--- config.mk ---
export PLATFORM = sky130hd
export DESIGN_NAME = multi_stride_tracker
export DESIGN_NICKNAME = d
export VERILOG_FILES = /design/src/rtl/multi_stride_tracker.sv
export SDC_FILE = /design/constraint.sdc
export NUM_CORES = 1
export LEC_CHECK = 0
export ABC_CLOCK_PERIOD_IN_PS = 3300
export BUFFER_PORTS_ARGS = -buffer_cell sky130_fd_sc_hd__buf_2
export CORE_MARGIN = 3
export CORE_UTILIZATION = 43
export CTS_CLUSTER_DIAMETER = 50
export CTS_CLUSTER_SIZE = 16
export DETAILED_ROUTE_END_ITERATION = 6
export PLACE_DENSITY = 0.84
export SYNTH_ARGS = -nofsm -noshare
export SYNTH_HDL_FRONTEND = slang
export SYNTH_HIERARCHICAL = 1
export SYNTH_SLANG_ARGS = --single-unit
--- constraint.sdc ---
create_clock -name clk -period 3.3 [get_ports clk]
set_input_delay 0.495 -clock clk [delete_from_list [all_inputs] [get_ports clk]]
set_output_delay 0.495 -clock clk [all_outputs]
set_load 0.05 [all_outputs]
--- src/rtl/multi_stride_tracker.sv ---
// Multi-channel stride completion tracker: per-channel sticky end flags, IDLE/ARMED/DONE
// handshake, completion pulse and saturating stride counter. Optional STRIDE_TIMEOUT_EN.
module stride_lane #(
   parameter int ADDR_WIDTH = 8
) (
   input  logic                  enable,
   input  logic                  ep_valid,
   input  logic                  rd_fire,
   input  logic [ADDR_WIDTH-1:0] read_addr,
   input  logic [ADDR_WIDTH-1:0] end_ptr,
   output logic                  hit
);
   assign hit = enable & ep_valid & rd_fire & (read_addr == end_ptr);
endmodule

module multi_stride_tracker #(
   parameter int ADDR_WIDTH     = 8,
   parameter int NUM_CH         = 4,
   parameter int CNT_WIDTH      = 8,
   parameter int TIMEOUT_CYCLES = 255
) (
   input  logic                         clk,
   input  logic                         rst,
   input  logic                         start,
   input  logic [NUM_CH-1:0]            ch_enable,
   input  logic [NUM_CH-1:0]            ep_valid,
   input  logic [NUM_CH-1:0]            rd_fire,
   input  logic [NUM_CH*ADDR_WIDTH-1:0] read_addr,
   input  logic [NUM_CH*ADDR_WIDTH-1:0] end_ptr,
   input  logic                         ack,
   output logic [NUM_CH-1:0]            stride_ended,
   output logic                         busy,
   output logic                         all_ended,
   output logic                         stride_done,
   output logic [CNT_WIDTH-1:0]         stride_count,
   output logic                         timeout
);
   typedef enum logic [1:0] {IDLE, ARMED, DONE} state_t;

   state_t            state;
   logic [NUM_CH-1:0] mask, hit, next_flags;
   logic              all_hit, expire;

   for (genvar g = 0; g < NUM_CH; g++) begin : g_lane
      stride_lane #(.ADDR_WIDTH(ADDR_WIDTH)) u_lane (
         .enable   (mask[g]),
         .ep_valid (ep_valid[g]),
         .rd_fire  (rd_fire[g]),
         .read_addr(read_addr[g*ADDR_WIDTH +: ADDR_WIDTH]),
         .end_ptr  (end_ptr[g*ADDR_WIDTH +: ADDR_WIDTH]),
         .hit      (hit[g])
      );
   end

   assign next_flags = stride_ended | hit;
   assign all_hit    = &next_flags;
   assign busy       = (state == ARMED);
   assign all_ended  = (state == DONE);

`ifdef STRIDE_TIMEOUT_EN
   localparam int TW = $clog2(TIMEOUT_CYCLES + 1);
   logic [TW-1:0] tmo_cnt;

   // Held at zero outside ARMED so every arm starts counting from zero.
   always_ff @(posedge clk) begin
      if (rst || state != ARMED || start) tmo_cnt <= '0;
      else                                tmo_cnt <= tmo_cnt + 1'b1;
   end
   assign expire = (tmo_cnt == TW'(TIMEOUT_CYCLES - 1));
`else
   localparam int unused_tmo = TIMEOUT_CYCLES;
   assign expire = 1'b0;
`endif

   always_ff @(posedge clk) begin
      if (rst) begin
         state        <= IDLE;
         mask         <= '0;
         stride_ended <= '0;
         stride_done  <= 1'b0;
         stride_count <= '0;
         timeout      <= 1'b0;
      end else begin
         stride_done <= 1'b0;
         // start wins in every state, including over a same-cycle completing hit
         if (start) begin
            state        <= ARMED;
            mask         <= ch_enable;
            stride_ended <= ~ch_enable;
            timeout      <= 1'b0;
         end else begin
            case (state)
               ARMED: begin
                  stride_ended <= next_flags;
                  if (all_hit) begin
                     state       <= DONE;
                     stride_done <= 1'b1;
                     if (stride_count != {CNT_WIDTH{1'b1}})
                        stride_count <= stride_count + 1'b1;
                  end else if (expire) begin
                     state       <= DONE;
                     stride_done <= 1'b1;
                     timeout     <= 1'b1;
                  end
               end
               DONE: begin
                  if (ack) begin
                     state        <= IDLE;
                     stride_ended <= '0;
                     timeout      <= 1'b0;
                  end
               end
               default: state <= IDLE;
            endcase
         end
      end
   end
endmodule

Word-level counts from Yosys, hierarchy flattened
Index checks and enable logic that the tools add are counted.

Logic and storage cells: 50. Flip-flop bits (word level): 19.

Add/sub/neg operators: 1. Multiplexer cells: 8. Reduce and logical (&&, ||, !) cells: 8. Eq/ne operators: 11. Bitwise operators: 16.

Operators by type and width (count): 8-bit equality test (4); 1-bit AND (12); 8-bit by 1-bit adder with 8-bit output (second input constant) (1); 4-bit 2-to-1 mux (2); 8-bit != test (second input constant) (1); 4-bit case mux with 2 select lines (1); 7-bit AND reduction (1); 2-bit AND reduction (3); 2-bit 2-to-1 mux (2); 4-bit inverter (1); 4-bit OR (1); 2-bit case mux with 2 select lines (1); 4-bit AND reduction (1); 3-bit by 2-bit != test with 1-bit output (second input constant) (1); 3-bit != test (second input constant) (1); 3-bit nonzero test (1); 3-bit OR reduction (1); 2-bit by 1-bit equality test with 1-bit output (second input constant) (1); 2-bit equality test (second input constant) (1); 1-bit 2-to-1 mux (2); 2-bit by 1-bit != test with 1-bit output (second input constant) (1); 2-bit != test (second input constant) (1); 1-bit inverter (2); 2-bit OR reduction (1).

Depth between registers and ports, before layout
Word-level depth: 8. Mapped depth: 8. Depth with buffers taken out: 7.

Cells and area by module
Netlist, hierarchy kept.

By module, submodules not included: multi_stride_tracker (seq. area each 380.4 um^2, instances 1, area each 923.4 um^2, cells each 108); stride_lane (seq. area each 0.0 um^2, instances 4, area each 97.6 um^2, cells each 12).

Least setup slack after synthesis
No wires, ideal clock.

Path type: input -> register. Start point: in end_ptr[25]. End point: reg stride_count[0]. Arrival time: 1.907 ns. Buffers on the path: 1. Cell stages on the path: 8. Required time: 3.230 ns. Setup time: 0.070 ns. Slack: 1.323 ns. Path through: xnor2_1 -> nand3_1 -> nor3_2 -> o22a_1 -> nand4b_4 -> buf_2 -> or3_1 -> a21oi_1.

Cells in the longest elaborated chain, start to end: 4.

Ends and longest elaborated chain: from (decl) (RTL line 29) `input logic [NUM_CH*ADDR_WIDTH-1:0] end_ptr,`; 8-bit equality test (RTL line 13) `assign hit = enable & ep_valid & rd_fire & (read_addr == end_ptr);`; 1-bit AND (RTL line 13); via hit[3] (RTL line 41) `logic [NUM_CH-1:0] mask, hit, next_flags;`; 4-bit OR (RTL line 55) `assign next_flags = stride_ended | hit;`; 7-bit AND reduction (no line); to (signal assigned) (RTL line 99) `stride_count <= stride_count + 1'b1;`; to (decl) (RTL line 35) `output logic [CNT_WIDTH-1:0] stride_count,`.

The timed path passes the listed nets, and every way through them passes these cells. A chain may end at the register's enable or synchronous reset.

Final worst setup path
Start point: in end_ptr[31]. End point: reg stride_count[3].

The elaborated chain is that of the path after synthesis.

==> qor.yml <==
synth_fa_ha_area_share_pct: 0.952
power_density_mw_per_mm2: 273
hp-class: "in -> reg"
syn_area_mm2: 0.00131
gp_congestion: 0.768
hold_start: "ch_enable[0]"
syn_avg_cell_area_um2: 8.42
cpPeakStageDelay_ps: 550
yosysWarnings: 6
syn_nets: 237
netlist_top_cells_area: "dfxtp_1 29%, xnor2_1 21%, a21oi_1 5.0%, nand4_1 3.8%, nor3_2 3.8%"
num-nets-final: 330
grt_usage_pct: 16.4
power_leakage_nw: 0.866
fmax_mhz: 490
start_util_pct: 46.4
hpwl_um: 2660
yosys.area_share.simple_pct: 26.4
cts_tree: "yes"
synth.distinct_cells: 35
finalCritPeriodShare_pct: 61.8
antenna_found_initial: 0
yosys.area.top_type: "dfxtp_1"
report.final.setup_viol: 0
synth_compound_area_share_pct: 13.8
postRouteAntennaNets: 0
clock-sinks: 19
worst_ep_required_time_ps: 3540
clock_skew_ps: 10.1
synth_top_family_by_area: "simple AND/OR/NAND/NOR gates"
synthArstFlopShare_pct: 0
wl_per_cell_um: 11.5
maxSlewViolCount: 0
htree_levels: 1
clk_pin_slew_ps: 120
overflow: 0
drv_cap: 0
cts_hold_buf: 0
clk_path_buf_depth: 2
r2r_slack_ps: 1380
routed_via_density: 5.15
design.portCount: 96
synth_edf_count: 0
die_height_um: 61.3
cts_buffers: 3
setup.worst_path.class: "in -> reg"
fin_setup_tns_ps: 0
wirelength_um: 3210
first_pass_iters: 4
grt_pass1_vias: 1173
cts-root-buf: "clkbuf_4"
grt_max_degree: 22
worst_slew_pin_slew_ps: 511
antenna_cells: 0
r2r-start: "mask[3]"
crit_fanout: 16
num_vias: 1438
setup_slack_ps: 1260
fin_hold_ws_ps: 439
ys.flop_type: "dfxtp_1"
synthTopCellsByCount: "32 x xnor2_1, 19 x dfxtp_1, 13 x a21oi_1, 8 x inv_1, 8 x nand4_1"
port_buffers: 94
dieWidth_um: 61.3
dpl_cell_area_mm2: 0.00180
drive_above_1_share_pct: 43.1
route.detailed.drc: 0
ir_drop_uv: 151
grt_pass1_wl_um: 4660
rows: 19
outcome: "completed"
seq_area_frac_synth_pct: 29.0
fin_cells: 279
synthMuxAreaShare_pct: 3.90
synth_top_area_share_pct: 29.0
place_inst: 275
stdcell_area_mm2: 0.00183
crit_path_end_kind: "flip-flop"
rr_worst_depth: 6
syn_inst: 156
die_area_mm2: 0.00375
crit_path_start_kind: "primary input"
clock_latency_ps: 300
hold_depth: 3
timing.slew.headroom_pct: 65.7
rsz0062_at_grt: "no"
cts_resized: 0
synth.most_common_cell: "xnor2_1"
synth-xor-area-share_pct: 21.3
ys_ff_latch: 19
core_mm2: 0.00283
fillers: 238
rr_endpoint: "stride_count[3]"
critPathSlowestCell: "or4_1"
post_cts_buffers: 0
layout-area-overhead-vs-synth_pct: 39.0
drt_iter0_drc: 18
finalHoldViolations: 0
dp_slack_ps: 943
arrival_ps: 2280
fin_crit_ps: 2040
hold_end: "mask[0]"
worstPathCellList: "buf_2 -> xnor2_1 -> nand3_1 -> nor3_2 -> o22a_1 -> nand4b_4 -> or4_1 -> a21oi_1"
kinds of logic (layout without fill, tap and decap cells):
family          count (synthesis)  after routing
other cells                     1              1
mux                             5              5
fa+ha+maj                       1              1
buf+inv                        14            106
simple gates                   55             55
flops                          19             19
compound gates                 29             29
xor+xnor                       32             32
flip-flops by register name (all words and copies together), names as in the netlist:
signal / flops
stride_ended: 4
stride_count: 8
stride_done: 1
mask: 4
state: 2
how the worst max path moves through the flow:
stage,cells past startpoint,from,end
global route,8,end_ptr[31],stride_count[3]
global placement,8,end_ptr[25],stride_count[3]
detailed placement,8,end_ptr[24],stride_count[3]
floorplan,8,end_ptr[25],stride_count[0]
finish,8,end_ptr[31],stride_count[3]
CTS,8,end_ptr[31],stride_count[4]
cell usage in the layout (no fill, tap or decap), types with 4 or more instances in the layout:
| cell | instances |
|---|---|
| buf_2 | 94 |
| xnor2_1 | 32 |
| dfxtp_1 | 19 |
| a21oi_1 | 13 |
| inv_1 | 8 |
| nand4_1 | 8 |
| nor2_1 | 7 |
| nand3_1 | 7 |
| nand2_1 | 6 |
| nor3_2 | 5 |
| nand2b_1 | 4 |
| mux2i_1 | 4 |
| or3_1 | 4 |
metrics by stage:
step           power [mW]  util, %
4_1_cts             0.506     64.5
3_3_place_gp        0.380     63.5
2_1_floorplan       0.321        -
6_report            0.499     64.5
5_1_grt             0.530     64.5
3_5_place_dp        0.384     63.5
final cells by class:
cell class / count / area, um2 / share of cell area, %
Tap cell: 31 / 38.8 / 2.12
Timing Repair Buffer: 94 / 470 / 25.8
Sequential cell: 19 / 380 / 20.8
Clock buffer: 3 / 22.5 / 1.23
Multi-Input combinational cell: 123 / 876 / 48.0
Inverter: 8 / 30.0 / 1.64
Clock inverter: 1 / 7.51 / 0.411
metal layers:
layer | wire length (um) | vias up | track usage (%) | share of wire [%]
met5 | 0 | - | 0 | 0
met4 | 42 | 0 | 7.43 | 1.3
met3 | 264 | 4 | 2.94 | 8.2
met2 | 1660 | 55 | 29.2 | 52
met1 | 1240 | 644 | 18.9 | 39
li1 | - | 735 | - | -
worst max-delay path: cells and delay by family:
| kind | cells | cell delay [ps] |
|---|---|---|
| buffers and inverters | 1 | 100 |
| AO/OA/AOI/OAI | 2 | 410 |
| AND/OR/NAND/NOR | 4 | 1130 |
| XOR/XNOR | 1 | 150 |
where the power goes:
part | switching (mW) | internal [mW] | leakage (nW) | total [mW]
logic | 0.0655 | 0.0734 | 0.697 | 0.139
registers | 0.00350 | 0.235 | 0.155 | 0.239
clock network | 0.0753 | 0.0461 | 0.0139 | 0.121
Power figures use the tool's default switching activity.
